File: config.mk
export PLATFORM = sky130hd
export DESIGN_NAME = id_ex_stage
export DESIGN_NICKNAME = d
export VERILOG_FILES = /design/src/rtl/mips_pkg.sv /design/src/rtl/id_ex_stage_hazard_unit.sv /design/src/rtl/id_ex_stage.sv
export SDC_FILE = /design/constraint.sdc
export NUM_CORES = 1
export LEC_CHECK = 0
export ABC_CLOCK_PERIOD_IN_PS = 8500
export CAP_MARGIN = 5
export CORE_AREA = 5 5 134 136
export CTS_BUF_LIST = sky130_fd_sc_hd__clkbuf_4 sky130_fd_sc_hd__clkbuf_8
export DETAILED_ROUTE_END_ITERATION = 7
export DIE_AREA = 0 0 139 141
export PLACE_DENSITY = 0.9
export SYNTH_ARGS = -nofsm -noshare
export SYNTH_HDL_FRONTEND = slang
export SYNTH_HIERARCHICAL = 1
export SYNTH_SLANG_ARGS = --single-unit
File: constraint.sdc
create_clock -name clk -period 8.5 [get_ports clk]
set_input_delay 2.125 -clock clk [delete_from_list [all_inputs] [get_ports clk]]
set_output_delay 2.125 -clock clk [all_outputs]
set_load 0.005 [all_outputs]
File: src/rtl/mips_pkg.sv
`default_nettype none
// ============================================================================
// Module      : mips_pkg
// Description : Shared MIPS-32 decode constants, control-bundle bit indices,
//               RegDst encodings and the ID/EX pipeline bundle with its
//               bubble value.
// Revision    : 1.0 - initial release
// ============================================================================
package mips_pkg;

    // Primary opcodes
    localparam logic [5:0] c_op_rtype  = 6'h00;
    localparam logic [5:0] c_op_regimm = 6'h01;
    localparam logic [5:0] c_op_j      = 6'h02;
    localparam logic [5:0] c_op_jal    = 6'h03;
    localparam logic [5:0] c_op_beq    = 6'h04;
    localparam logic [5:0] c_op_bne    = 6'h05;
    localparam logic [5:0] c_op_blez   = 6'h06;
    localparam logic [5:0] c_op_bgtz   = 6'h07;
    localparam logic [5:0] c_op_lui    = 6'h0F;
    localparam logic [5:0] c_op_sw     = 6'h2B;

    // R-type functs that take their operand from shamt instead of rs
    localparam logic [5:0] c_fn_sll = 6'h00;
    localparam logic [5:0] c_fn_srl = 6'h02;
    localparam logic [5:0] c_fn_sra = 6'h03;

    // REGIMM rt-field selectors
    localparam logic [4:0] c_rt_bltz = 5'd0;
    localparam logic [4:0] c_rt_bgez = 5'd1;

    // Bit positions inside the 12-bit control bundle
    localparam int c_ctrl_regwrite    = 0;
    localparam int c_ctrl_memread     = 1;
    localparam int c_ctrl_memwrite    = 2;
    localparam int c_ctrl_memtoreg_lo = 3;
    localparam int c_ctrl_regdst_lo   = 5;
    localparam int c_ctrl_alusrc      = 7;
    localparam int c_ctrl_extop       = 8;
    localparam int c_ctrl_luop        = 9;

    // RegDst encodings
    localparam logic [1:0] c_regdst_rt  = 2'b00;
    localparam logic [1:0] c_regdst_rd  = 2'b01;
    localparam logic [1:0] c_regdst_ra  = 2'b10;
    localparam logic [1:0] c_regdst_xlk = 2'b11;

    // Fixed link registers
    localparam logic [4:0] c_reg_ra  = 5'd31;
    localparam logic [4:0] c_reg_xlk = 5'd26;

    // ID/EX pipeline bundle
    typedef struct packed {
        logic [31:0] pc4;
        logic [31:0] rs_data;
        logic [31:0] rt_data;
        logic [31:0] imm;
        logic [4:0]  rs;
        logic [4:0]  rt;
        logic [4:0]  write_reg;
        logic [4:0]  shamt;
        logic [5:0]  funct;
        logic [5:0]  opcode;
        logic [11:0] ctrl;
    } id_ex_t;

    // A bubble carries no write and no memory access; everything is zero
    localparam id_ex_t c_bubble = '0;

endpackage
`default_nettype wire

File: src/rtl/id_ex_stage_hazard_unit.sv
`default_nettype none
// ============================================================================
// Module      : hazard_unit
// Description : Combinational load-use and branch-operand hazard detection
//               for the instruction held in ID.
// Revision    : 1.0 - initial release
// ============================================================================
module hazard_unit
    import mips_pkg::*;
(
    input  logic [4:0] id_rs,
    input  logic [4:0] id_rt,
    input  logic [5:0] id_opcode,
    input  logic [5:0] id_funct,
    input  logic       ex_mem_read,
    input  logic       ex_reg_write,
    input  logic [4:0] ex_write_reg,
    input  logic       mem_mem_read,
    input  logic [4:0] mem_write_reg,
    output logic       stall
);

    logic w_rs_used;
    logic w_rt_used;
    logic w_is_branch;
    logic w_br_uses_rt;
    logic w_load_use;
    logic w_br_ex;
    logic w_br_mem;

    // Decode which source registers the ID instruction actually reads
    always_comb begin
        w_rs_used = 1'b1;
        if (id_opcode == c_op_j || id_opcode == c_op_jal || id_opcode == c_op_lui) begin
            w_rs_used = 1'b0;
        end else if (id_opcode == c_op_rtype &&
                     (id_funct == c_fn_sll || id_funct == c_fn_srl || id_funct == c_fn_sra)) begin
            w_rs_used = 1'b0;
        end
        w_rt_used    = (id_opcode == c_op_rtype) || (id_opcode == c_op_beq) ||
                       (id_opcode == c_op_bne)   || (id_opcode == c_op_sw);
        w_is_branch  = (id_opcode == c_op_regimm) || (id_opcode == c_op_beq) ||
                       (id_opcode == c_op_bne)    || (id_opcode == c_op_blez) ||
                       (id_opcode == c_op_bgtz);
        w_br_uses_rt = (id_opcode == c_op_beq) || (id_opcode == c_op_bne);
    end

    // Hazard terms; register 0 is hard-wired and never a real dependency
    always_comb begin
        w_load_use = ex_mem_read && (ex_write_reg != 5'd0) &&
                     ((w_rs_used && ex_write_reg == id_rs) ||
                      (w_rt_used && ex_write_reg == id_rt));
        w_br_ex    = w_is_branch && ex_reg_write && (ex_write_reg != 5'd0) &&
                     ((ex_write_reg == id_rs) || (w_br_uses_rt && ex_write_reg == id_rt));
        w_br_mem   = w_is_branch && mem_mem_read && (mem_write_reg != 5'd0) &&
                     ((mem_write_reg == id_rs) || (w_br_uses_rt && mem_write_reg == id_rt));
        stall      = w_load_use || w_br_ex || w_br_mem;
    end

endmodule
`default_nettype wire

File: src/rtl/id_ex_stage.sv
`default_nettype none
// ============================================================================
// Module      : id_ex_stage
// Description : Decode stage: immediate extension, destination select,
//               branch resolution in ID, hazard stall generation and the
//               ID/EX pipeline register with bubble insertion.
// Revision    : 1.0 - initial release
// ============================================================================
module id_ex_stage
    import mips_pkg::*;
(
    input  logic        clk,
    input  logic        reset,
    input  logic [31:0] ID_Inst,
    input  logic [31:0] ID_PC4,
    input  logic [31:0] ID_RsData,
    input  logic [31:0] ID_RtData,
    input  logic [11:0] ID_Ctrl,
    input  logic        flush,
    input  logic        MEM_MemRead,
    input  logic [4:0]  MEM_WriteReg,
    output logic        stall,
    output logic        isBranch,
    output logic [31:0] BranchDst,
    output logic [31:0] EX_PC4,
    output logic [31:0] EX_RsData,
    output logic [31:0] EX_RtData,
    output logic [31:0] EX_Imm,
    output logic [4:0]  EX_Rs,
    output logic [4:0]  EX_Rt,
    output logic [4:0]  EX_WriteReg,
    output logic [4:0]  EX_Shamt,
    output logic [5:0]  EX_Funct,
    output logic [5:0]  EX_Opcode,
    output logic [11:0] EX_Ctrl
);

    logic [5:0]  w_opcode;
    logic [4:0]  w_rs;
    logic [4:0]  w_rt;
    logic [4:0]  w_rd;
    logic [4:0]  w_shamt;
    logic [5:0]  w_funct;
    logic [15:0] w_imm16;
    logic [31:0] w_imm_ext;
    logic [4:0]  w_write_reg;
    logic        w_taken;
    logic        w_rs_neg;
    logic        w_rs_zero;
    logic        w_stall;
    id_ex_t      w_ex_next;
    id_ex_t      r_ex;

    assign w_opcode = ID_Inst[31:26];
    assign w_rs     = ID_Inst[25:21];
    assign w_rt     = ID_Inst[20:16];
    assign w_rd     = ID_Inst[15:11];
    assign w_shamt  = ID_Inst[10:6];
    assign w_funct  = ID_Inst[5:0];
    assign w_imm16  = ID_Inst[15:0];

    hazard_unit u_hazard (
        .id_rs         (w_rs),
        .id_rt         (w_rt),
        .id_opcode     (w_opcode),
        .id_funct      (w_funct),
        .ex_mem_read   (r_ex.ctrl[c_ctrl_memread]),
        .ex_reg_write  (r_ex.ctrl[c_ctrl_regwrite]),
        .ex_write_reg  (r_ex.write_reg),
        .mem_mem_read  (MEM_MemRead),
        .mem_write_reg (MEM_WriteReg),
        .stall         (w_stall)
    );

    // Immediate extension: LuOp takes precedence over ExtOp
    always_comb begin
        w_imm_ext = {16'h0000, w_imm16};
        if (ID_Ctrl[c_ctrl_luop]) begin
            w_imm_ext = {w_imm16, 16'h0000};
        end else if (ID_Ctrl[c_ctrl_extop]) begin
            w_imm_ext = {{16{w_imm16[15]}}, w_imm16};
        end
    end

    // Destination register select from RegDst
    always_comb begin
        w_write_reg = w_rt;
        case (ID_Ctrl[c_ctrl_regdst_lo +: 2])
            c_regdst_rt:  w_write_reg = w_rt;
            c_regdst_rd:  w_write_reg = w_rd;
            c_regdst_ra:  w_write_reg = c_reg_ra;
            c_regdst_xlk: w_write_reg = c_reg_xlk;
            default:      w_write_reg = w_rt;
        endcase
    end

    assign w_rs_neg  = ID_RsData[31];
    assign w_rs_zero = (ID_RsData == 32'h0);

    // Branch condition; signed tests reduce to sign bit and zero detect
    always_comb begin
        w_taken = 1'b0;
        case (w_opcode)
            c_op_beq:    w_taken = (ID_RsData == ID_RtData);
            c_op_bne:    w_taken = (ID_RsData != ID_RtData);
            c_op_blez:   w_taken = w_rs_neg || w_rs_zero;
            c_op_bgtz:   w_taken = !w_rs_neg && !w_rs_zero;
            c_op_regimm: begin
                if (w_rt == c_rt_bltz) begin
                    w_taken = w_rs_neg;
                end else if (w_rt == c_rt_bgez) begin
                    w_taken = !w_rs_neg;
                end
            end
            default:     w_taken = 1'b0;
        endcase
    end

    // Target wraps naturally in 32 bits; PC[31] handling lives in fetch
    assign BranchDst = ID_PC4 + {{14{w_imm16[15]}}, w_imm16, 2'b00};
    assign stall     = w_stall;
    assign isBranch  = w_taken && !w_stall;

    // Assemble the bundle the ALU stage will see next cycle
    always_comb begin
        w_ex_next           = c_bubble;
        w_ex_next.pc4       = ID_PC4;
        w_ex_next.rs_data   = ID_RsData;
        w_ex_next.rt_data   = ID_RtData;
        w_ex_next.imm       = w_imm_ext;
        w_ex_next.rs        = w_rs;
        w_ex_next.rt        = w_rt;
        w_ex_next.write_reg = w_write_reg;
        w_ex_next.shamt     = w_shamt;
        w_ex_next.funct     = w_funct;
        w_ex_next.opcode    = w_opcode;
        w_ex_next.ctrl      = ID_Ctrl;
    end

    // ID/EX register: reset, then flush, then stall insert a bubble
    always_ff @(posedge clk) begin
        if (!reset) begin
            r_ex <= c_bubble;
        end else if (flush || w_stall) begin
            r_ex <= c_bubble;
        end else begin
            r_ex <= w_ex_next;
        end
    end

    assign EX_PC4      = r_ex.pc4;
    assign EX_RsData   = r_ex.rs_data;
    assign EX_RtData   = r_ex.rt_data;
    assign EX_Imm      = r_ex.imm;
    assign EX_Rs       = r_ex.rs;
    assign EX_Rt       = r_ex.rt;
    assign EX_WriteReg = r_ex.write_reg;
    assign EX_Shamt    = r_ex.shamt;
    assign EX_Funct    = r_ex.funct;
    assign EX_Opcode   = r_ex.opcode;
    assign EX_Ctrl     = r_ex.ctrl;

endmodule
`default_nettype wire
; Word-level counts from Yosys, hierarchy flattened
; Index checks and enable logic that the tools add are counted.
[totals]
register_bits = 172
latchBits = 0
ram_bits = 0
rom_bits = 0
inputBits = 149
output_inout_bits = 206
memories = 0
[classes]
add_sub_neg = 1
multipliers = 0
div_mod_pow = 0
magnitude_cmp = 0
eq_ne = 21
shifts = 0
n_mux = 8
bitwise_logic = 1
n_reduce_logical = 46
[op_table]
columns = op, count
row1 = two-way mux 32 bit, 2
row2 = adder 32 bit, 1
row3 = == test 32 bit, 1
row4 = zero test 32 bit, 1
row5 = inequality test 32 bit, 1
row6 = "== test 6 x 2 -> 1 bit, second input constant", 4
row7 = "== test 6 x 3 -> 1 bit, second input constant", 4
row8 = == test 5 bit, 4
row9 = one-hot mux 5 bit (4 select lines), 1
row10 = logical OR 1 bit, 19
row11 = logical AND 1 bit, 15
row12 = zero test 6 bit, 2
row13 = nonzero test 5 bit, 2
row14 = "== test 6 x 1 -> 1 bit, second input constant", 1
row15 = "== test 6 x 4 -> 1 bit, second input constant", 1
row16 = "== test 6 bit, second input constant", 1
row17 = "== test 5 x 1 -> 1 bit, second input constant", 1
row18 = zero test 5 bit, 1
row19 = one-hot mux 1 bit (5 select lines), 1
row20 = "== test 2 bit, second input constant", 2
row21 = two-way mux 1 bit, 4
row22 = zero test 1 bit, 3
row23 = OR reduction 3 bit, 1
row24 = "== test 2 x 1 -> 1 bit, second input constant", 1
row25 = 3 further kinds, 3

; Logic depth before layout (Yosys ltp)
[logic_depth]
ltp_word = 13
depth_mapped = 11

; Modules after synthesis
; The synthesis kept the hierarchy.
[modules_own_cells]
columns = mod, n_inst, cells_per_inst, area_per_inst_um2, seq_area_each_um2
row1 = id_ex_stage, 1, 679, 6872.8, 3443.3
row2 = hazard_unit, 1, 57, 412.9, 0.0

; Worst setup path after synthesis
; No wires, ideal clock.
[synth_path]
path_type = input -> output
from = in ID_Inst[0]
to = out BranchDst[24]
t_arrival_ps = 3973
t_required_ps = 6375
slack_ps = 2402
cell_stages = 10
path_cell_list = ha_1 inv_1 fa_1 nand2b_1 a21oi_1 o21ai_0 a21oi_1 nor2_1 o31a_2 xnor2_1
[synth_via]
elab_chain_len = 1
[synth_rtl]
columns = element, line
row1 = from (decl), id_ex_stage.sv:14  ; input logic [31:0] ID_Inst,
row2 = adder 32 bit, id_ex_stage.sv:120  ; assign BranchDst = ID_PC4 + {{14{w_imm16[15]}}, w_imm16, 2'b00};
row3 = to (decl), id_ex_stage.sv:24  ; output logic [31:0] BranchDst,
; Every way passes these cells.

; Worst setup path after layout
[layout_path]
from = in ID_Inst[15]
to = out BranchDst[31]
; Same word-level chain as after synthesis.

==> flow_metrics.tcl <==
set metrics [dict create \
    area_growth_syn_to_layout_pct 56.6 \
    cp_data_required_time_ns 6.38 \
    grt_antenna_before_repair 4 \
    worst_setup_path_start_kind "primary input" \
    fp.dieArea_mm2 0.0196 \
    drv.max_cap_violation_count 0 \
    synthCells 736 \
    yosys_warnings 6 \
    detail_route.vias_per_cell 5.05 \
    floorplan.die.width_um 139 \
    postCtsHoldBufs 0 \
    clkTransAtPathRegs_ns 0.10 \
    filler_cell_count 1298 \
    clock_sink_count 172 \
    postCtsSetupBuffers 0 \
    first_pass_grt_wire_length_um 38500 \
    initial_core_util_pct 43.3 \
    synth-seq-cells 172 \
    route.final.wire_length_um 25800 \
    clock_latency_ns 0.46 \
    powerDensity_mw_per_mm2 165 \
    inst_count_dp 1290 \
    synth.top_cells.by_area "sky130_fd_sc_hd__dfxtp_1 47%, sky130_fd_sc_hd__and2_1 12%, sky130_fd_sc_hd__xor2_1 7.0%" \
    detail_route.drc_violations 0 \
    grt_remaining_overflow 0 \
    edff_count_synth 0 \
    drt_pass1_iterations 5 \
    mean_instance_size_in_the_synthesized_netlist_um2 9.90 \
    worst_path_max_delay_cell "sky130_fd_sc_hd__clkdlybuf4s50_1" \
    drt-wirelength-per-cell_um 19.5 \
    rsz0062_at_grt "false" \
    worstSetupEndpointType "primary output" \
    port-buffer-count 354 \
    arrival_time_at_the_worst_endpoint_ns 5.55 \
    p_leak_nw 4.67 \
    rows 48 \
    synth-seq-area-share_pct 47.3 \
    outcome "completed" \
    cts_buffers 17 \
    finalNetCount 1263 \
    track_usage_pct 25.4 \
    fp.dieH_um 141 \
    vias 6680 \
    setup.worst_path.class "primary input to primary output" \
    hold_violations 0 \
    tritoncts "done" \
    synth_top_area_share_pct 47.3 \
    layout.cells.most_common "sky130_fd_sc_hd__clkdlybuf4s50_1" \
    detailedPlacementHpwl_um 21000 \
    htreeDepth 4 \
    core_area_mm2 0.0168 \
    number_of_library_cell_types_mapped_by_synthesis 60 \
    grt_pass1_vias 6907 \
    path_common_cell "sky130_fd_sc_hd__clkdlybuf4s50_1" \
    clock-root-buffer "sky130_fd_sc_hd__clkbuf_8" \
    worst_slew_pin_slew_ns 0.798 \
    layout.cells.most_common_list "354 x sky130_fd_sc_hd__clkdlybuf4s50_1, 172 x sky130_fd_sc_hd__dfxtp_1, 134 x sky130_fd_sc_hd__and2_1" \
    crit_fanout 17 \
    fin_skew_ns 0.0180 \
    drt_first_iter_violations 277 \
    synth_top_area_cell "sky130_fd_sc_hd__dfxtp_1" \
    timing.fmax_mhz 130 \
    finalWorstPathRequiredPeriod_ns 7.68 \
    total_power_mw 1.88 \
    vdd.ir_drop.worst_uv 95.7 \
    hold_path_class "flop to flop" \
    cts.repair.resized 0 \
    dominant_synthesized_flop_cell "sky130_fd_sc_hd__dfxtp_1" \
    max_stage_delay_ns 0.83 \
    ant_nets 0 \
    finalNonFillerCells 1323 \
    boundaryPins 355 \
    gp_congestion 0.980 \
    synth.net_count 915 \
    cp_cell_sequence "clkdlybuf4s50_1, ha_1, a21o_1, a311oi_1, a211o_1, o21ai_0, a31o_1, a21oi_1, xnor2_1, clkdlybuf4s50_1" \
    timing.final.crit_share_pct 90.3 \
    timing.max_slew.rel_slack_pct 46.6 \
    ys_async_sr_fraction_pct 0 \
    share_of_post_route_cells_with_drive_strength_above_1_pct 4.74 \
    totalNegativeSetupSlack_ns 0 \
    slew_violations 0 \
    timing.final.setup_violations 0 \
    cts_max_path_buffers 2 \
    grt_start_max_net_pins 75 \
    util_after_layout_pct 67.8 \
    mappedNetlistArea_mm2 0.00729 \
]
area by class of cell:
class	count	area (um2)	area share, %
timing repair buffer	358	3570	31.3
tap	225	282	2.47
clock buffer	17	234	2.05
multi-input combinational	520	3650	32.0
clock inverter	15	168	1.47
sequential	172	3440	30.2
antenna	1	2.50	0.0219
inverter	15	56.3	0.494
cell families after synthesis:
| family | count (synthesis) | share of synthesized area (%) |
|---|---|---|
| flip-flops | 172 | 47.3 |
| multiplexers | 2 | 0.275 |
| AO/OA/AOI/OAI | 117 | 11.4 |
| XOR/XNOR | 80 | 9.62 |
| buffers and inverters | 44 | 2.71 |
| AND/OR/NAND/NOR | 291 | 23.5 |
| adder cells (fa/ha/maj) | 30 | 5.26 |
critical path, delay by kind of cell:
kind / cells / cell delay [ns]
adder cells (fa/ha/maj): 1 / 0.63
buffers and inverters: 2 / 1.36
XOR/XNOR: 1 / 0.14
AO/OA/AOI/OAI: 6 / 1.29
state kept, by name (all words and copies together) (netlist names), 6 cells and up:
| signal | count |
|---|---|
| EX_Ctrl | 12 |
| EX_PC4 | 32 |
| EX_Opcode | 6 |
| EX_Funct | 6 |
| EX_RsData | 32 |
| EX_Imm | 32 |
| EX_RtData | 32 |
final timing paths:
kind,start,to,slack (ns),depth (start not counted)
setup / recovery,ID_Inst[15],BranchDst[31],0.82,10
hold / removal,EX_Ctrl[0],EX_Opcode[2],1.23,5
setup reg to reg,EX_WriteReg[3],EX_Imm[29],5.41,9
hold reg to reg,EX_Ctrl[0],EX_Opcode[2],1.23,5
power by group:
part | switching (mW) | internal [mW]
logic | 0.199 | 0.253
registers | 0.0102 | 0.838
clock network | 0.353 | 0.225
Yosys cell counts, types with 2 or more instances:
library cell	instances
sky130_fd_sc_hd__nand4b_1	2
sky130_fd_sc_hd__nor3_1	13
sky130_fd_sc_hd__and2_1	134
sky130_fd_sc_hd__inv_1	15
sky130_fd_sc_hd__nor2b_1	14
sky130_fd_sc_hd__a21oi_1	27
sky130_fd_sc_hd__a211oi_1	5
sky130_fd_sc_hd__a31oi_1	2
sky130_fd_sc_hd__buf_2	2
sky130_fd_sc_hd__buf_4	2
sky130_fd_sc_hd__o21a_1	5
sky130_fd_sc_hd__nand4_1	14
sky130_fd_sc_hd__o311a_1	3
sky130_fd_sc_hd__a211o_1	3
sky130_fd_sc_hd__or4_1	3
sky130_fd_sc_hd__nand2_1	22
sky130_fd_sc_hd__dfxtp_1	172
sky130_fd_sc_hd__or3_1	3
sky130_fd_sc_hd__buf_6	3
sky130_fd_sc_hd__mux2i_1	2
sky130_fd_sc_hd__a221oi_1	2
sky130_fd_sc_hd__and3_1	5
sky130_fd_sc_hd__xnor2_1	22
sky130_fd_sc_hd__nor2_1	33
sky130_fd_sc_hd__a21o_1	30
sky130_fd_sc_hd__o21bai_1	4
sky130_fd_sc_hd__xor2_1	58
sky130_fd_sc_hd__o2111ai_1	3
sky130_fd_sc_hd__o21ai_0	18
sky130_fd_sc_hd__a21oi_2	2
sky130_fd_sc_hd__or3b_2	2
sky130_fd_sc_hd__nand2b_1	3
sky130_fd_sc_hd__clkbuf_1	22
sky130_fd_sc_hd__ha_1	29
sky130_fd_sc_hd__nor4_1	21
sky130_fd_sc_hd__nand3_1	12
through the flow:
step           hold slack (ns)  area [um2]  setup WS [ns]
3_5_place_dp              1.25       11000          0.847
3_3_place_gp              1.24       11000          0.943
5_1_grt                   1.29       11400          0.611
6_report                  1.23       11400          0.824
2_1_floorplan            0.865        7290           2.40
4_1_cts                   1.26       11400          0.860
metal layers:
metal	GRT usage, %	vias to the layer above	part of all wire (%)
met1	24.9	3066	34
met4	10.3	6	3.3
li1	-	3221	-
met5	0	-	0.13
met3	10.8	62	11
met2	47.3	325	52
Note: power is estimated with default switching activity, not from simulation.
